<file path="src/rtl/cpu_pkg.sv">
// Shared CPU-side types: arbiter state/grant encodings and default RAM widths.
package cpu_pkg;
  localparam int unsigned ADDR_W_DEF = 8;
  localparam int unsigned DATA_W_DEF = 8;

  typedef enum logic [1:0] {IDLE, ACCESS, ACK} arb_state_e;
  typedef enum logic {GNT_CPU, GNT_DMA} gnt_e;
endpackage

</file>
<file path="src/rtl/arb_rr2.sv">
// Two-way round-robin pick between CPU and DMA with a DMA lock override.
module arb_rr2
  import cpu_pkg::*;
(
  input  logic cpuReq,
  input  logic dmaReq,
  input  gnt_e lastGnt,
  input  logic lock,
  input  logic lockMax,
  output logic gntValid,
  output gnt_e gnt
);

  always_comb begin
    gntValid = cpuReq | dmaReq;
    gnt      = GNT_CPU;
    if (cpuReq && dmaReq) begin
      if (lock && !lockMax)
        gnt = GNT_DMA;
      else
        gnt = (lastGnt == GNT_DMA) ? GNT_CPU : GNT_DMA;
    end else if (dmaReq) begin
      gnt = GNT_DMA;
    end
  end

endmodule

</file>
<file path="src/rtl/mem_arbiter.sv">
// Shares one RAM between the CPU and a DMA/debug port using two-cycle
// address/acknowledge transactions with round-robin ties and bounded DMA bursts.
module mem_arbiter
  import cpu_pkg::*;
#(
  parameter int unsigned ADDR_W   = ADDR_W_DEF,
  parameter int unsigned DATA_W   = DATA_W_DEF,
  parameter int unsigned MAX_LOCK = 4
) (
  input  logic              i_clk,
  input  logic              i_reset,
  input  logic              i_cpuReq,
  input  logic              i_cpuWe,
  input  logic [ADDR_W-1:0] i_cpuAddr,
  input  logic [DATA_W-1:0] i_cpuData,
  input  logic              i_dmaReq,
  input  logic              i_dmaWe,
  input  logic [ADDR_W-1:0] i_dmaAddr,
  input  logic [DATA_W-1:0] i_dmaData,
  input  logic              i_dmaLock,
  output logic              o_cpuAck,
  output logic              o_dmaAck,
  output logic [DATA_W-1:0] o_cpuData,
  output logic [DATA_W-1:0] o_dmaData,
  output logic              o_cpuStall,
  output logic [ADDR_W-1:0] o_ramAddr,
  output logic [DATA_W-1:0] o_ramData,
  output logic              o_ramWe,
  output logic              o_ramOE,
  input  logic [DATA_W-1:0] i_ramData
);

  localparam int unsigned LCW = $clog2(MAX_LOCK + 1);

  arb_state_e        state;
  gnt_e              r_gnt;
  gnt_e              r_lastGnt;
  logic [LCW-1:0]    r_lockCnt;
  logic [ADDR_W-1:0] r_addr;
  logic              r_we;
  logic [DATA_W-1:0] r_data;

  logic lockMax, burst, inAck, cpuElig, dmaElig, gntValid, driveRam;
  gnt_e gnt;

  assign lockMax = (r_lockCnt == LCW'(MAX_LOCK));
  assign burst   = i_dmaLock & ~lockMax;
  assign inAck   = (state == ACK);
  // A held req is not re-granted in its own ACK cycle, except that an
  // unexhausted DMA lock lets the DMA continue its burst back-to-back.
  assign cpuElig = i_cpuReq & ~(inAck & (r_gnt == GNT_CPU));
  assign dmaElig = i_dmaReq & ~(inAck & (r_gnt == GNT_DMA) & ~burst);

  arb_rr2 u_rr (
    .cpuReq  (cpuElig),
    .dmaReq  (dmaElig),
    .lastGnt (r_lastGnt),
    .lock    (i_dmaLock),
    .lockMax (lockMax),
    .gntValid(gntValid),
    .gnt     (gnt)
  );

  always_ff @(posedge i_clk) begin
    if (i_reset) begin
      state     <= IDLE;
      r_gnt     <= GNT_CPU;
      r_lastGnt <= GNT_DMA;
      r_lockCnt <= '0;
      r_addr    <= '0;
      r_we      <= 1'b0;
      r_data    <= '0;
      o_cpuAck  <= 1'b0;
      o_dmaAck  <= 1'b0;
      o_cpuData <= '0;
      o_dmaData <= '0;
    end else begin
      o_cpuAck <= 1'b0;
      o_dmaAck <= 1'b0;
      if (!i_dmaLock)
        r_lockCnt <= '0;
      unique case (state)
        IDLE, ACK: begin
          if (gntValid) begin
            state     <= ACCESS;
            r_gnt     <= gnt;
            r_lastGnt <= gnt;
            if (gnt == GNT_CPU) begin
              r_addr    <= i_cpuAddr;
              r_we      <= i_cpuWe;
              r_data    <= i_cpuData;
              r_lockCnt <= '0;
            end else begin
              r_addr <= i_dmaAddr;
              r_we   <= i_dmaWe;
              r_data <= i_dmaData;
              if (i_dmaLock && !lockMax)
                r_lockCnt <= r_lockCnt + LCW'(1);
            end
          end else begin
            state <= IDLE;
          end
        end
        ACCESS: begin
          state <= ACK;
          if (r_gnt == GNT_CPU) begin
            o_cpuAck <= 1'b1;
            if (!r_we) o_cpuData <= i_ramData;
          end else begin
            o_dmaAck <= 1'b1;
            if (!r_we) o_dmaData <= i_ramData;
          end
        end
        default: state <= IDLE;
      endcase
    end
  end

  assign driveRam   = (state == ACCESS);
  assign o_ramAddr  = driveRam ? r_addr : '0;
  assign o_ramData  = driveRam ? r_data : '0;
  assign o_ramWe    = driveRam & r_we & ~i_reset;
  assign o_ramOE    = driveRam & ~r_we;
  assign o_cpuStall = i_cpuReq & ~o_cpuAck;

endmodule
</file>
<file path="config.mk">
export PLATFORM = sky130hd
export DESIGN_NAME = mem_arbiter
export DESIGN_NICKNAME = d
export VERILOG_FILES = /design/src/rtl/cpu_pkg.sv /design/src/rtl/arb_rr2.sv /design/src/rtl/mem_arbiter.sv
export SDC_FILE = /design/constraint.sdc
export NUM_CORES = 1
export LEC_CHECK = 0
export CORE_AREA = 8 8 69 100
export DETAILED_ROUTE_END_ITERATION = 8
export DIE_AREA = 0 0 77 108
export PLACE_DENSITY = 0.74
export RECOVER_POWER = 25
export SLEW_MARGIN = 40
export SYNTH_ARGS = -nofsm -noshare
export SYNTH_HDL_FRONTEND = slang
export SYNTH_SLANG_ARGS = --single-unit
</file>
<file path="constraint.sdc">
create_clock -name i_clk -period 1.5 [get_ports i_clk]
set_input_delay 0.15 -clock i_clk [delete_from_list [all_inputs] [get_ports i_clk]]
set_output_delay 0.15 -clock i_clk [all_outputs]
set_load 0.01 [all_outputs]
</file>
==> impl_metrics.ini <==
[worst_setup_path]
critPathMaxFanout = 17
critical_path_arrival_ns = 1.81
crit_type = register to register
worstPathRequired_ns = 1.70
startpoint_type = register
worstSetupEndpointType = register

[logic_synthesis]
synth_top_area_cell = dfxtp_1
syn_avg_cell_area_um2 = 8.17
synthArstFlopShare_pct = 0
netlist_area_um2 = 2000
synth_area_leaders = dfxtp_1 (42%), nand2_1 (13%), a311oi_2 (7.5%), and2_1 (5.3%), a21oi_1 (4.8%)
syn_inst = 245
syn_nets = 294
synth_top_area_share_pct = 42.0
synth_edf_count = 0
synth_flop_cell = dfxtp_1
seq_area_frac_synth_pct = 42.0
ys_ff_latch = 42
synth_cell_types = 39
yosysWarnings = 0

[clocking]
cts_max_level = 2
clk_path_buf_depth = 2
cts_tree = yes
cts.sinks = 42
clk_latency_ns = 0.29
cts_made_buffers = 5
clkSlewWorstSetupHoldPaths_ns = 0.09
ctsRootBufferMaster = clkbuf_8

[sta]
layout_min_cycle_time_ns = 1.61
whs_ns = 0.128
hold_violations = 0
worst_pin_slew_ns = 0.490
tns_ns = -1.88
clock_skew_ns = 0.0123
fin_ws_ns = -0.114
grt_setup_unrepaired = yes
slew_violations = 0
min_period_over_period_pct = 108
setup_viol = 30
relSlewSlack_pct = 67.4
fmax_mhz = 620

[place]
placed_area_um2 = 3120
dp_hpwl_mm = 4.66
portBuffers = 83
gp_congestion = 0.781
dp_cells = 414

[pwr]
p_per_area_nw_per_um2 = 824
finalPower_mw = 2.71
p_leak_nw = 1.32
ir_drop_mv = 0.529

[detailed_routing]
routed_wl_mm = 6.10
num_vias = 2082
via_per_inst = 4.89
initialDrtViolationCount = 86
post_drt_wl_per_cell_um = 14.3
drcViolationCount = 0
firstDrtPassIters = 4
ant_nets = 0

[grt]
grt_max_degree = 42
antenna_found_initial = 0
grt-ovfl-total = 0
first_global_vias = 2151
grt_pass1_wl_mm = 9.96
track_usage_pct = 14.5

[status]
failed_checks = negative setup slack
status = finished, violations left

[min_path]
hold_class = primary input to register

[finish]
fin_nets = 404
insertedDiodeCount = 0
drive_above_1_share_pct = 28.1
syn_to_final_growth_pct = 64.5
instances_no_fill = 426
final_cell_area_um2 = 3290

[die]
die_area_um2 = 8320
core_um2 = 5450
start_util_pct = 36.7
num_rows = 33
die_x_um = 77
pin_count = 84
die_height_um = 108

[flow_run]
cap_violations = 0
sequential cells by signal, indices dropped and copies added (netlist names):
register   cells
o_cpuAck       1
o_cpuData      8
o_dmaAck       1
o_dmaData      8
r_addr         8
r_data         8
r_gnt          1
r_lastGnt      1
r_lockCnt      3
r_we           1
state          2
final timing paths:
kind	start	endpoint	slack [ns]	depth (start not counted)
max	state[0]$_SDFF_PP0_	r_addr[4]$_SDFFE_PP0P_	-0.11	7
min	i_reset	r_lastGnt$_SDFFE_PP1P_	0.13	3
max reg2reg	state[0]$_SDFF_PP0_	r_addr[4]$_SDFFE_PP0P_	-0.11	7
min reg2reg	o_dmaData[6]$_SDFFE_PP0P_	o_dmaData[6]$_SDFFE_PP0P_	0.46	2
critical path, cell delays in order, from the launching register on:
cell	delay [ns]
dfxtp_2	0.34
buf_6	0.11
nand2b_4	0.13
mux2_4	0.33
a21boi_4	0.15
buf_12	0.15
nand2_1	0.07
a311oi_2	0.23
synth_stat cells, types with 5 or more instances:
cell type and number:
nand2_1 71, clkbuf_1 5, a311oi_2 10, dfxtp_1 42, nor2_1 23, a21oi_1 19
and2_1 17, a311oi_1 7, nor3_1 5, buf_2 5, inv_1 7
layer usage:
layer | vias to the layer above | routed length, um | track usage [%]
li1 | 1054 | - | -
met1 | 956 | 2340 | 14.9
met2 | 61 | 3260 | 26.5
met3 | 11 | 374 | 4.90
met4 | 0 | 124 | 5.56
met5 | - | 0 | 0
stage by stage:
| step | setup WS, ns | utilization [%] |
|---|---|---|
| floorplan | -0.0230 | - |
| global placement | -0.270 | 57.3 |
| detailed placement | -0.305 | 57.3 |
| CTS | -0.127 | 58.4 |
| global route | -0.199 | 60.4 |
| finish | -0.114 | 60.4 |
where the power goes:
part	internal [mW]	total (mW)	switching, mW
Clock	0.333	0.746	0.414
Sequential	1.19	1.24	0.0446
Combinational	0.401	0.729	0.327
cell usage in the layout, fill, tap and decap left out, types with 6 or more instances in the layout:
master           instances
clkdlybuf4s50_1         63
and2_4                   6
buf_6                   13
a21oi_1                 18
and2_1                  11
a311oi_2                12
buf_2                   10
buf_4                   26
dfxtp_1                 39
nor2_1                  22
nand2_1                 67
area by class of cell:
cell class | count | area, um2
Timing Repair Buffer | 116 | 1070
Inverter | 7 | 26.3
Fill cell | 513 | 2160
Tap cell | 70 | 87.6
Clock inverter | 3 | 23.8
Multi-Input combinational cell | 183 | 1170
Clock buffer | 5 | 68.8
Sequential cell | 42 | 845
logic make-up after synthesis:
logic type | synth area share (%)
simple gates | 29.6
compound gates | 20.8
mux | 1.25
flops | 42.0
fa+ha+maj | 1.25
buf+inv | 5.19
what timing repair did:
action	CTS	global route
setup buffers	2	1
hold buffers	0	0
gates cloned	1	0
pin swaps	1	10
setup endpoints to repair	40	35
resized for setup	78	30
Power figures use the tool's default switching activity.
